===== config.mk =====
export PLATFORM = sky130hd
export DESIGN_NAME = conv_bin_bcd_flat
export DESIGN_NICKNAME = d
export VERILOG_FILES = /design/src/rtl/bcd_pkg.sv /design/src/rtl/conv_bin_bcd_if.sv /design/src/rtl/ajuste_bcd.sv /design/src/rtl/conv_bin_bcd.sv /design/src/flat_wrapper.sv
export SDC_FILE = /design/constraint.sdc
export NUM_CORES = 1
export LEC_CHECK = 0
export CORE_MARGIN = 5
export CORE_UTILIZATION = 50
export CTS_CLUSTER_SIZE = 40
export DETAILED_ROUTE_END_ITERATION = 8
export DONT_BUFFER_PORTS = 1
export SLEW_MARGIN = 40
export SYNTH_ARGS = -nofsm -noshare
export SYNTH_HDL_FRONTEND = slang
export SYNTH_HIERARCHICAL = 1
export SYNTH_SLANG_ARGS = --single-unit

===== constraint.sdc =====
create_clock -name clk -period 4.1 [get_ports clk]
set_clock_uncertainty 0.05 [all_clocks]
set_input_delay 0.41 -clock clk [delete_from_list [all_inputs] [get_ports clk]]
set_output_delay 0.41 -clock clk [all_outputs]
set_load 0.02 [all_outputs]

===== src/rtl/bcd_pkg.sv =====
// Shared definitions for the binary-to-BCD converter slice: FSM state
// encoding, BCD register width and the fixed result codes.
package bcd_pkg;

  // Converter control states.
  typedef enum logic [1:0] {
    INACTIVO = 2'd0,
    DESPLAZA = 2'd1,
    FIN      = 2'd2
  } estado_t;

  // Three BCD digits hold any 8-bit input (max 255).
  localparam int ANCHO_BCD = 12;

  // Displayed value when the result is pinned at the top of the two-digit range.
  localparam logic [7:0] BCD_SATURADO = 8'h99;

  // Displayed value out of reset.
  localparam logic [7:0] BCD_CERO = 8'h00;

endpackage


===== src/rtl/conv_bin_bcd_if.sv =====
// Start/done handshake between a binary value source and the BCD converter.
// The master drives the request and value; the slave (converter) returns
// busy, the one-cycle done pulse and the packed two-digit result.
interface conv_bin_bcd_if #(
  parameter int ANCHO_BIN = 8
) ();

  logic                 inicio;
  logic [ANCHO_BIN-1:0] binario;
  logic                 ocupado;
  logic                 listo;
  logic [7:0]           dato;
  logic                 desborde;

  modport master (
    output inicio,
    output binario,
    input  ocupado,
    input  listo,
    input  dato,
    input  desborde
  );

  modport slave (
    input  inicio,
    input  binario,
    output ocupado,
    output listo,
    output dato,
    output desborde
  );

endinterface


===== src/rtl/ajuste_bcd.sv =====
// Double-dabble correction step: every BCD nibble that is 5 or more gets +3
// so that the following left shift carries correctly into the next digit.
// Each nibble is adjusted independently; there is no carry between nibbles.
module ajuste_bcd
  import bcd_pkg::*;
(
  input  logic [ANCHO_BCD-1:0] entrada,
  output logic [ANCHO_BCD-1:0] salida
);

  // Per-nibble add-3 correction.
  always_comb begin
    // NOTE: default the whole output first so that no path leaves it unassigned (no latch).
    salida = entrada;
    for (int i = 0; i < ANCHO_BCD / 4; i++) begin
      if (entrada[4*i +: 4] >= 4'd5) begin
        salida[4*i +: 4] = entrada[4*i +: 4] + 4'd3;
      end
    end
  end

endmodule


===== src/rtl/conv_bin_bcd.sv =====
// Sequential binary-to-BCD converter (shift-and-add-3, one bit per clock).
// Produces the packed two-digit BCD byte (tens:units) for the character
// address decoder, with an overflow flag for values above 99.
// Optional build macro SATURA_BCD_EN: when defined, results above 99 are
// shown as 99 instead of their low two digits.
module conv_bin_bcd
  import bcd_pkg::*;
#(
  parameter int ANCHO_BIN = 8
) (
  input  logic          clk,
  input  logic          reset_n,
  conv_bin_bcd_if.slave bus
);

  localparam int ANCHO_CNT = $clog2(ANCHO_BIN + 1);

  estado_t                       estado;
  logic [ANCHO_BIN-1:0]          bin_reg;
  logic [ANCHO_BCD-1:0]          bcd_reg;
  logic [ANCHO_BCD-1:0]          bcd_ajustado;
  logic [ANCHO_CNT-1:0]          cnt;
  logic [ANCHO_BCD+ANCHO_BIN-1:0] desplazado;
  logic [7:0]                    dato_siguiente;
  logic [7:0]                    dato_q;
  logic                          desborde_q;
  logic                          ocupado_q;
  logic                          listo_q;

  ajuste_bcd u_ajuste (
    .entrada (bcd_reg),
    .salida  (bcd_ajustado)
  );

  // Corrected BCD digits and remaining binary bits move left as one register.
  assign desplazado = {bcd_ajustado, bin_reg} << 1;

  // Value presented on the done edge: low two digits, or pinned at 99.
  always_comb begin
    dato_siguiente = bcd_reg[7:0];
`ifdef SATURA_BCD_EN
    if (bcd_reg[ANCHO_BCD-1:8] != 4'd0) begin
      dato_siguiente = BCD_SATURADO;
    end
`else
    dato_siguiente = bcd_reg[7:0];
`endif
  end

  // Control FSM with registered handshake outputs and conversion datapath.
  always_ff @(posedge clk or negedge reset_n) begin
    if (!reset_n) begin
      estado     <= INACTIVO;
      bin_reg    <= '0;
      bcd_reg    <= '0;
      cnt        <= '0;
      ocupado_q  <= 1'b0;
      listo_q    <= 1'b0;
      dato_q     <= BCD_CERO;
      desborde_q <= 1'b0;
    end else begin
      // NOTE: state uses non-blocking assignments so every register sees pre-edge values.
      listo_q <= 1'b0;
      case (estado)
        INACTIVO: begin
          if (bus.inicio) begin
            bin_reg   <= bus.binario;
            bcd_reg   <= '0;
            cnt       <= ANCHO_CNT'(ANCHO_BIN);
            ocupado_q <= 1'b1;
            estado    <= DESPLAZA;
          end
        end
        DESPLAZA: begin
          bcd_reg <= desplazado[ANCHO_BCD+ANCHO_BIN-1:ANCHO_BIN];
          bin_reg <= desplazado[ANCHO_BIN-1:0];
          cnt     <= cnt - ANCHO_CNT'(1);
          if (cnt == ANCHO_CNT'(1)) begin
            estado <= FIN;
          end
        end
        FIN: begin
          dato_q     <= dato_siguiente;
          desborde_q <= (bcd_reg[ANCHO_BCD-1:8] != 4'd0);
          listo_q    <= 1'b1;
          ocupado_q  <= 1'b0;
          estado     <= INACTIVO;
        end
        default: begin
          estado <= INACTIVO;
        end
      endcase
    end
  end

  assign bus.ocupado  = ocupado_q;
  assign bus.listo    = listo_q;
  assign bus.dato     = dato_q;
  assign bus.desborde = desborde_q;

endmodule


===== src/flat_wrapper.sv =====
// flat-port wrapper written by rule: the top's interface ports become plain ports
module conv_bin_bcd_flat import bcd_pkg::*;
#(
  parameter int ANCHO_BIN = 8
)
  (clk, reset_n, bus_inicio, bus_binario, bus_ocupado, bus_listo, bus_dato, bus_desborde);
  conv_bin_bcd_if #(.ANCHO_BIN(ANCHO_BIN)) bus_i ();
  input  logic clk;
  input  logic reset_n;
  input wire logic [$bits(bus_i.inicio)-1:0] bus_inicio;
  input wire logic [$bits(bus_i.binario)-1:0] bus_binario;
  output wire logic [$bits(bus_i.ocupado)-1:0] bus_ocupado;
  output wire logic [$bits(bus_i.listo)-1:0] bus_listo;
  output wire logic [$bits(bus_i.dato)-1:0] bus_dato;
  output wire logic [$bits(bus_i.desborde)-1:0] bus_desborde;
  assign bus_i.inicio = bus_inicio;
  assign bus_i.binario = bus_binario;
  assign bus_ocupado = bus_i.ocupado;
  assign bus_listo = bus_i.listo;
  assign bus_dato = bus_i.dato;
  assign bus_desborde = bus_i.desborde;
  conv_bin_bcd #(.ANCHO_BIN(ANCHO_BIN)) u_core (.clk(clk), .reset_n(reset_n), .bus(bus_i));
endmodule

After elaboration in Yosys (flattened, before gate mapping)
Index checks and enable logic that the tools add are counted. W data, S select, Z words.

Add/subtract/negate cells: 4. Order comparisons: 3. Equal/unequal tests: 5. Mux-type cells: 15. Reduce and logical (&&, ||, !) cells: 7.

Operators with widths (number): $pmux W12 S2 (1); $pmux W8 S2 (1); $ge A4 B3 Y1 const B (3); $mux W12 (1); $mux W4 (3); $add A4 B2 Y4 const B (2); $mux W8 (1); $pmux W4 S2 (1); $reduce_and A2 Y1 (3); $eq A4 B1 Y1 const B (1); $mux W2 (2); $pmux W2 S2 (1); $reduce_bool A2 Y1 (2); $reduce_bool A4 Y1 (1); $sub A4 B1 Y4 const B (1); $add A3 B2 Y3 const B (1); $mux W3 (1); $eq A2 B1 Y1 const B (1); $eq A2 B2 Y1 const B (1); $logic_not A2 Y1 (1); $mux W1 (2); $ne A2 B1 Y1 const B (1); $ne A2 B2 Y1 const B (1); $pmux W1 S2 (1).

Flip-flop bits (word level): 37. Bits of input ports: 11. Output and inout bits: 11. Word-level logic and storage cells: 42.

Logic depth before layout (Yosys ltp)
Gate-level depths: netlist of run 1.

Depth in word-level cells: 3. Mapped depth: 6.

Hierarchy
The synthesis of run 1 kept the hierarchy.

Modules (own cells, without submodules): conv_bin_bcd (instances 1, cells each 126, area each 1516.5 µm², seq. area each 925.9 µm²); ajuste_bcd (instances 1, cells each 48, area each 304.0 µm², seq. area each 0.0 µm²).

Least setup slack after synthesis of run 1
No wires, ideal clock.

Kind: flip-flop to flip-flop. Start point: register u_core.bcd_reg[8]. End point: register u_core.bcd_reg[10]. Setup time: 0.121 ns. Data arrival time: 1.212 ns. Required time: 3.929 ns. Path slack: 2.717 ns. Stages on the path, launching flop included: 6. Period minus slack after synthesis: 1.383 ns. Path through: dfrtp_1 ha_1 nand2b_1 a21oi_2 mux2i_1 a22o_1.

Cells in the longest elaborated chain, start to end: 3. Elaborated cells on any way between the ends: 4. Those cells by class: 1 x add/sub; 1 x order compare; 2 x mux.

RTL lines: start, declared (line conv_bin_bcd.sv:20) `logic [ANCHO_BCD-1:0] bcd_reg;`; start signal, assigned (line conv_bin_bcd.sv:75) `bcd_reg <= desplazado[ANCHO_BCD+ANCHO_BIN-1:ANCHO_BIN];`; $ge A4 B3 Y1 / $add A3 B2 Y3 (equally long branches) (line ajuste_bcd.sv:16, ajuste_bcd.sv:17); $mux W3 (*) (line ajuste_bcd.sv:16) `if (entrada[4*i +: 4] >= 4'd5) begin`; net u_core.bcd_ajustado[9] (line conv_bin_bcd.sv:21) `logic [ANCHO_BCD-1:0] bcd_ajustado;`; $pmux W12 S2 (*) (line conv_bin_bcd.sv:64) `case (estado)`.

The timed path passes the listed nets; every way through them passes the cells marked *. A chain may end at the register's enable or synchronous reset.

Final worst setup path of run 1
Start point: register u_core.estado[0]. End point: register u_core.dato_q[1], in the netlist u_core/bus.dato[1].

Cells in the longest elaborated chain, start to end: 1.

RTL lines: start, declared (line conv_bin_bcd.sv:18) `estado_t estado;`; start signal, assigned (line conv_bin_bcd.sv:53) `estado <= INACTIVO;`; start signal, assigned (line conv_bin_bcd.sv:71) `estado <= DESPLAZA;`; start signal, assigned (line conv_bin_bcd.sv:79) `estado <= FIN;`; $eq A2 B2 Y1 (line conv_bin_bcd.sv:64); end signal, assigned (line conv_bin_bcd.sv:83) `dato_q <= dato_siguiente;`; end, declared (line conv_bin_bcd.sv:25) `logic [7:0] dato_q;`.

No other way between the ends.

==> metrics.md, run 1 <==
| Metric | Value |
|---|---|
| Status | finished, final reports clean |
| Crit path time final | between 1500 and 2000 ps |
| Worst endpoint required time | 4270 ps |
| Area grow syn2layout | 5.84% |
| Synthesized area per cell | 10.6 sq um |
| Routed len/inst | approximately 14 um |
| Synth Instances | 170 |
| Syn Std Cell Area | 1800 sq um |
| Top-level I/O count | 22 |
| Vias per cell | ~5.4 |
| Total GRT Usage | 13.3% |
| Leakage | 0.000946 uW |
| Post-layout util | 55.8% |
| First-pass GRT wire length | 5250 um |
| Routability cong. | between 0.7 and 0.8 |
| Crit end category | flop |
| Fin Hold WS | 239 ps |
| Clock Sinks | 37 |
| CTS tree | yes |
| Period utilisation layout | 45.5% |
| FILL cells | 313 |
| DRT Pass-1 Iters | 4 |
| Initial Utilization | 52.7% |
| IO Port Bufs | 0 |
| CP startpoint kind | flop |
| Largest register FFs | 12 |
| Die area | 4900 sq um |
| Grt ovf | 0 |
| Fmax | 536 MHz |
| DRC Markers | 0 |
| Multi-input logic area | 806 sq um |
| CP Buf/Inv Count | 0 |
| Worst vdd ir | around 0.30 mV |
| Dpl hpwl | between 2000 and 2500 um |
| Total CTS buffers | 5 |
| Area post-placement | between 1500 and 2000 sq um |
| Kind of critical path | flop to flop |
| Crit path max-delay family | flip-flops |
| Total wire length | around 3000 um |
| Slew Viols, Final | 0 |
| Die Width | between 70 and 80 um |
| Slew of the pin with the lowest slew margin | 629 ps |
| Via count | 1179 |
| Routed Antenna Nets | 0 |
| Placeable Area | between 3000 and 4000 sq um |
| Yosys warns | 6 |
| Pwr dens | 744 nW/um^2 |
| Largest net degree at the start of global routing | 38 |
| H-tree levels | 2 |
| Iteration-0 DRC Markers | 25 |
| Num rows | 21 |
| Worst Hold Class | input port to flop |
| Initial antenna violation count | 0 |
| Synth Net Count | ~190 |
| Root Buffer | clkbuf_4 |
| Setup ws final | 2230 ps |
| Critical path cell sequence | nand2b_1 -> mux2_2 |
| Final setup TNS | 0 ps |
| CP max stage delay | 760 ps |
| Setup Buffers After CTS | 0 |
| Design area | around 1900 sq um |
| Layout Nets | 190 |
| Hold Vio Cnt, Final | 0 |
| Maximum buffer depth of the clock tree | 2 |
| Max_slew headroom | 58.1% |
| RSZ-0062 raised after global routing | no |
| Crit path DAT | 2040 ps |
| Register area | ~930 sq um |
| Vias in the first global route | 1144 |
| Die height | 70.0 um |
| Clk pin slew, worst setup/hold paths | about 100 ps |
| Critical-path cell with the highest stage delay | dfrtp_1 |
| Crit-path max FO | 22 |
| Pre-CTS WS | 2230 ps |
| Share of post-route cells with drive strength above 1 | 11.0% |
| Hold_buf cts | 2 |
| Resized cells post-CTS | 0 |
| Max-cap check violation count | 0 |
| Inserted Diodes | 0 |
| Worst-Skew Late Latency | 330 ps |
| Final setup vio count | 0 |
worst paths after layout:
kind	from	cells past startpoint	slack, ps	to
max in group asynchronous	reset_n	2	3340	u_core/bus.dato[3]
min in group asynchronous	reset_n	2	470	u_core/bus.dato[6]
min	bus_binario[7]	2	240	u_core/bin_reg[7]
max reg2reg	u_core/estado[0]	2	2230	u_core/bus.dato[1]
min reg2reg	u_core/bin_reg[7]	2	440	u_core/bin_reg[7]
max	u_core/estado[0]	2	2230	u_core/bus.dato[1]
metrics by stage:
step,cells,total power [uW]
2_1_floorplan,170,1140
3_3_place_gp,208,1220
3_5_place_dp,208,1240
4_1_cts,218,1430
5_1_grt,218,1550
6_report,218,1420
power breakdown:
group | switching (uW) | internal (uW) | total, uW
logic | 252 | 279 | 531
registers | 198 | 510 | 707
clock network | 110 | 68.4 | 178
total | 560 | 857 | 1420
per-layer routing:
| layer | share of wire, % | up-vias | wire [um] | global-route usage (%) |
|---|---|---|---|---|
| met4 | 1.6 | 0 | 47 | 5.11 |
| li1 | - | 587 | - | - |
| met5 | 0 | - | 0 | 0 |
| met2 | 45 | 22 | 1350 | 21.4 |
| met3 | 5.4 | 7 | 161 | 5.60 |
| met1 | 48 | 563 | 1450 | 15.7 |
layout make-up:
cell class,count,area share (%)
clock buffer,8,2.56
inverter,10,1.97
multi-input combinational,115,42.3
sequential,37,48.6
tap,46,3.02
timing repair buffer,2,1.58
cell usage in the layout, fill, tap and decap left out, drive strengths merged, types with 2 or more instances in the layout:
| cell type | instances |
|---|---|
| nor2b | 2 |
| a22o | 13 |
| mux2 | 8 |
| clkbuf | 8 |
| nand2b | 8 |
| xnor2 | 3 |
| nor2 | 6 |
| dfrtp | 37 |
| and3b | 6 |
| a21oi | 9 |
| nand2 | 24 |
| mux2i | 4 |
| o21ai | 16 |
| inv | 10 |
| ha | 8 |
No activity file was read; power rests on OpenSTA's default activity.
==> run 2: changes to the inputs <==
PLACE_DENSITY = 0.68   (was default)
clock period = 1.6 ns   (was 4.1 ns; I/O delays follow)
==> run 2 against run 1 <==
  * Clock power grew to 3.8 times the previous value
  * Maximum frequency grew 22%
  * Critical endpoint is now u_core/bcd_reg[6]
  * Non-clock buffer count grew 9
  * Setup slack lost 2200 ps
  * Utilization grew 3.1 points
  * Register-to-register slack lost 2200 ps
  * Sequential power grew 150%
==> metrics.md, run 2 (synthesized netlist as in run 1, its figures left out) <==
| Metric | Value |
|---|---|
| Area post-placement | ~1900 sq um |
| Largest net degree at the start of global routing | 38 |
| Overall power | 3980 uW |
| Crit path DAT | 1760 ps |
| Total CTS buffers | 5 |
| Clk pin slew, worst setup/hold paths | 110 ps |
| Worst Hold Launch | bus_inicio |
| RSZ-0062 raised after global routing | no |
| Logic pwr share | 38.7% |
| Root Buffer | clkbuf_4 |
| Initial antenna violation count | 0 |
| CP startpoint kind | flop |
| Vias per cell | 5.55 |
| Inserted Diodes | 0 |
| Routed len/inst | 14.6 um |
| Layout Nets | 199 |
| FILL cells | 300 |
| Worst Hold Class | input port to flop |
| H-tree levels | 2 |
| Worst hold path depth | 3 |
| Top-level I/O count | 22 |
| Share of post-route cells with drive strength above 1 | 16.6% |
| Cell count of the worst reg-to-reg path | 6 |
| Worst R2R Start | u_core/bcd_reg[5] |
| Worst vdd ir | 0.769 mV |
| First-pass GRT wire length | between 5000 and 6000 um |
| Total GRT Usage | between 10 and 15% |
| Num rows | 21 |
| Area grow syn2layout | 11.7% |
| Status | finished, final reports clean |
| Setup Buffers After CTS | 0 |
| Most frequent cells in the layout | dfrtp_1, nand2_1, o21ai_0 |
| Fmax | 652 MHz |
| Switching share of power | 38.0% |
| Crit path time final | about 1500 ps |
| Dpl hpwl | 2340 um |
| Pwr dens | 1980 nW/um^2 |
| Layout Cells excl Fill | 227 |
| Routability cong. | roughly 0.71 |
| Placed insts | 215 |
| CP max stage delay | 400 ps |
| Routed Antenna Nets | 0 |
| Placeable Area | ~3400 sq um |
| Die area | 4900 sq um |
| Die height | 70.0 um |
| Grt ovf | 0 |
| Slew Viols, Final | 0 |
| Largest register FFs | 12 |
| Hold Path End | u_core/cnt[0] |
| Maximum buffer depth of the clock tree | 2 |
| Iteration-0 DRC Markers | around 100 |
| Max_slew headroom | 80.7% |
| Hold Vio Cnt, Final | 0 |
| Net Switching | roughly 1500 uW |
| Clock Sinks | 37 |
| CTS tree | yes |
| Via count | between 1000 and 1500 |
| Final setup TNS | 0 ps |
| Final setup vio count | 0 |
| Total wire length | 3320 um |
| Crit end category | flop |
| Leakage | 0.00100 uW |
| IO Port Bufs | 0 |
| Period utilisation layout | 95.8% |
| Kind of critical path | flop to flop |
| Critical-path cell with the highest stage delay | dfrtp_1 |
| Clock power share | ~17% |
| DRT Pass-1 Iters | 4 |
| Internal power | 2470 uW |
| R2r setup slk | roughly 67 ps |
| Slew of the pin with the lowest slew margin | ~290 ps |
| Die Width | 70.0 um |
| Sequential fraction of design power | between 40% and 50% |
| Worst-Skew Late Latency | 340 ps |
| Design area | 2010 sq um |
| Crit-path max FO | 4 |
| DRC Markers | 0 |
| Critical path cell sequence | inv_1 -> ha_1 -> nand2b_1 -> a21oi_2 -> mux2i_1 -> a22o_1 |
| Vias in the first global route | between 1000 and 1500 |
| Post-layout util | 58.9% |
| Max-cap check violation count | 0 |
| Commonest non-fill, non-tap cell in the layout | dfrtp_1 |
| Reg2reg end | u_core/bcd_reg[6] |
| Worst endpoint required time | 1830 ps |
| Initial Utilization | between 50% and 60% |
-- run 2: changes by cell type in the layout (fill, tap and decap cells not counted), sizes merged --
| cell | previous run | this run |
|---|---|---|
| buf | 1 | 8 |
| dlygate4sd3 | 1 | 3 |
| clkbuf | 8 | 7 |
| bufinv | 0 | 1 |
-- run 2: layout make-up --
cell class | instances | area [sq um] | area share (%)
clock inverters | 1 | 30.0 | 1.49
well taps | 46 | 57.6 | 2.86
repair buffers | 11 | 103 | 5.10
multi-input cells | 115 | 801 | 39.8
clock buffers | 7 | 55.1 | 2.74
flip-flops and latches | 37 | 927 | 46.1
inverters | 10 | 37.5 | 1.87
-- run 2: metal layers --
layer / global-route usage (%) / up-vias / routed length, um
met5: 0 / - / 0
met4: 5.11 / 0 / 13
met3: 5.31 / 2 / 152
met2: 25.3 / 26 / 1660
met1: 17.4 / 623 / 1490
li1: - / 608 / -
-- run 2: repair_timing --
item,4_1_cts,5_1_grt
gates resized for setup,0,3
endpoints found under the hold margin,39,0
setup endpoints to repair,0,3
hold buffers,4,0
-- run 2: how the worst max path moves through the flow --
stage / slack, ps / endpoint / from / depth (start not counted)
floorplan: 220 / u_core/bcd_reg[2] / u_core/bcd_reg[0] / 5
global placement: 180 / u_core/bcd_reg[6] / u_core/bcd_reg[4] / 5
detailed placement: 100 / u_core/bcd_reg[6] / u_core/bcd_reg[5] / 6
CTS: 60 / u_core/bcd_reg[6] / u_core/bcd_reg[4] / 5
global route: 8 / u_core/bcd_reg[6] / u_core/bcd_reg[5] / 6
finish: 70 / u_core/bcd_reg[6] / u_core/bcd_reg[5] / 6
-- run 2: power groups by stage --
| stage | Combinational (uW) | Clock [uW] | Sequential, uW |
|---|---|---|---|
| 6_report | 1540 | 679 | 1760 |
| 5_1_grt | 1760 | 750 | 1820 |
| 4_1_cts | 1540 | 700 | 1770 |
| 3_5_place_dp | 1510 | 0 | 1780 |
| 3_3_place_gp | 1410 | 0 | 1760 |
| 2_1_floorplan | 1240 | 0 | 1690 |
-- run 2: critical path, delay by kind of cell (launching register included) --
| kind | cells | cell delay [ps] |
|---|---|---|
| AOI/OAI and AO/OA | 2 | 360 |
| adders and majority gates | 1 | 170 |
| buffers and inverters | 1 | 90 |
| DFF | 1 | 400 |
| muxes | 1 | 230 |
| and+or+nand+nor | 1 | 170 |
-- run 2: through the flow --
| step | setup WS (ps) | hold slack (ps) |
|---|---|---|
| 2_1_floorplan | 220 | -186 |
| 3_3_place_gp | 185 | -185 |
| 3_5_place_dp | 97.3 | -184 |
| 4_1_cts | 61.3 | 15.9 |
| 5_1_grt | 8.44 | 20.4 |
| 6_report | 66.8 | 30.8 |
==> run 3: changes to the inputs <==
SETUP_SLACK_MARGIN = 0.5   (was default)
==> run 3 against run 2 <==
  * Flip-flop and latch count unchanged
  * Via count increased by 14%
  * Global-route usage grew 3.4 points
  * Utilization up 17 points
  * Hold slack got worse by 18 ps
  * Cell count is 12% higher
  * Die area unchanged
  * Count of clock-buffer cells in the layout unchanged
  * Largest cell class is now multi-input gates
  * Largest power group is now combinational cells
  * Maximum frequency up 12%
  * Final area grew 28%
  * Sequential power rose by 3%
==> metrics.md, run 3 (synthesized netlist as in run 1, its figures left out) <==
| Metric | Value |
|---|---|
| CP max stage delay | approximately 470 ps |
| Overall power | 5110 uW |
| Routed Antenna Nets | 0 |
| Max-cap check violation count | 0 |
| Crit path max-delay family | flip-flops |
| Status | finished, final reports clean |
| DRC Markers | 0 |
| Crit path time final | 1370 ps |
| Routed len/inst | 17.7 um |
| Area grow syn2layout | 43.1% |
| Final setup TNS | 0 ps |
| IO Port Bufs | 0 |
| Crit-path max FO | 4 |
| Placeable Area | 3420 sq um |
| FILL cells | approximately 210 |
| Total CTS buffers | 5 |
| Pwr dens | around 2000 nW/um^2 |
| Worst-Skew Late Latency | 340 ps |
| Num rows | 21 |
| Worst R2R Start | u_core/bcd_reg[4] |
| Kind of critical path | flop to flop |
| First-pass GRT wire length | 7170 um |
| Root Buffer | clkbuf_4 |
| Crit path DAT | 1610 ps |
| Final setup vio count | 0 |
| Largest net degree at the start of global routing | 38 |
| Fin Hold WS | 12.9 ps |
| Iteration-0 DRC Markers | a little over 60 |
| Most frequent cells in the layout | dfrtp_1, buf_4, nand2_1 |
| Crit end category | flop |
| Largest register FFs | 12 |
| Fmax | approximately 730 MHz |
| Period utilisation layout | 85.4% |
| Worst Hold Class | input port to flop |
| Leakage | 0.00125 uW |
| Routability cong. | 0.750 |
| Via count | 1436 |
| Dpl hpwl | around 2200 um |
| CP startpoint kind | flop |
| CTS tree | yes |
| RSZ-0062 raised after global routing | yes |
| Layout Cells excl Fill | ~260 |
| Initial Utilization | 52.7% |
| Grt ovf | 0 |
| H-tree levels | 2 |
| Vias per cell | 5.63 |
| Total GRT Usage | approximately 18% |
| Slew Viols, Final | 0 |
| Layout Nets | around 230 |
| Clock Sinks | 37 |
| Vias in the first global route | 1502 |
| Share of post-route cells with drive strength above 1 | between 40% and 50% |
| Top-level I/O count | 22 |
| CP Buf/Inv Count | 0 |
| Critical-path cell with the highest stage delay | dfrtp_2 |
| Die area | ~4900 sq um |
| Hold Vio Cnt, Final | 0 |
| Die height | between 70 and 80 um |
| DRT Pass-1 Iters | 4 |
| Initial antenna violation count | 0 |
| Slew of the pin with the lowest slew margin | 288 ps |
| Worst endpoint required time | ~1800 ps |
| Die Width | 70.0 um |
| Placed insts | 212 |
| CP Launch Point | u_core/bcd_reg[4] |
| Commonest non-fill, non-tap cell in the layout | dfrtp_1 |
| Inserted Diodes | 0 |
| Worst vdd ir | roughly 1.1 mV |
| Max_slew headroom | 80.8% |
| Critical path cell sequence | ha_4 -> nand2b_4 -> a21oi_4 -> mux2i_1 -> a22o_1 |
| Worst Hold Launch | bus_inicio |
| Maximum buffer depth of the clock tree | 2 |
| Clk pin slew, worst setup/hold paths | 110 ps |
| Total wire length | 4500 um |
## run 3: final timing paths
kind | slack, ps | depth (start not counted) | to
worst min register to register | 470 | 1 | u_core/bcd_reg[0]
worst max register to register | 230 | 5 | u_core/bcd_reg[6]
min in group asynchronous | 220 | 2 | u_core/bcd_reg[6]
worst max-delay path | 230 | 5 | u_core/bcd_reg[6]
worst min-delay path | 10 | 3 | u_core/bin_reg[0]
max in group asynchronous | 1080 | 2 | u_core/bcd_reg[0]
## run 3: per-layer routing
layer | share of wire [%] | wire [um] | track usage, % | vias up
li1 | - | - | - | 668
met1 | 43 | 1920 | 22.7 | 720
met2 | 51 | 2310 | 31.4 | 38
met3 | 4.0 | 179 | 4.45 | 10
met4 | 2.0 | 89 | 5.53 | 0
met5 | 0 | 0 | 0 | -
## run 3: report_power, final
group | switching (uW) | leakage, uW | internal [uW]
Clock | 301 | 0.0000314 | 208
Sequential | 508 | 0.000472 | 1310
Combinational | 1210 | 0.000751 | 1570
## run 3: metrics by stage
step	utilization [%]	cell area [sq um]	worst slack, ps
after global placement	56.4	1930	192
final	75.4	2580	234
after floorplan	-	1900	296
after CTS	71.1	2430	228
after global routing	75.4	2580	146
after detailed placement	56.4	1930	175
## run 3: tightest hold or removal path, cell delays in order
cell       delay [ps]
inv_1              50
a2bb2oi_2          60
o21ai_2           100
## run 3: layout make-up
| cell class | instances | area (sq um) | share of cell area [%] |
|---|---|---|---|
| Tap cell | 46 | 57.6 | 2.23 |
| Multi-Input combinational cell | 118 | 1110 | 43.3 |
| Timing Repair Buffer | 37 | 380 | 14.8 |
| Clock buffer | 7 | 55.1 | 2.14 |
| Sequential cell | 37 | 928 | 36.0 |
| Inverter | 10 | 40.0 | 1.55 |
## run 3: timing repair
item,4_1_cts,5_1_grt
gates cloned,4,0
endpoints found under the hold margin,38,0
hold buffers,3,0
resized for setup,48,36
buffers inserted,26,3
pin swaps,13,11
endpoints found under the setup margin,34,36
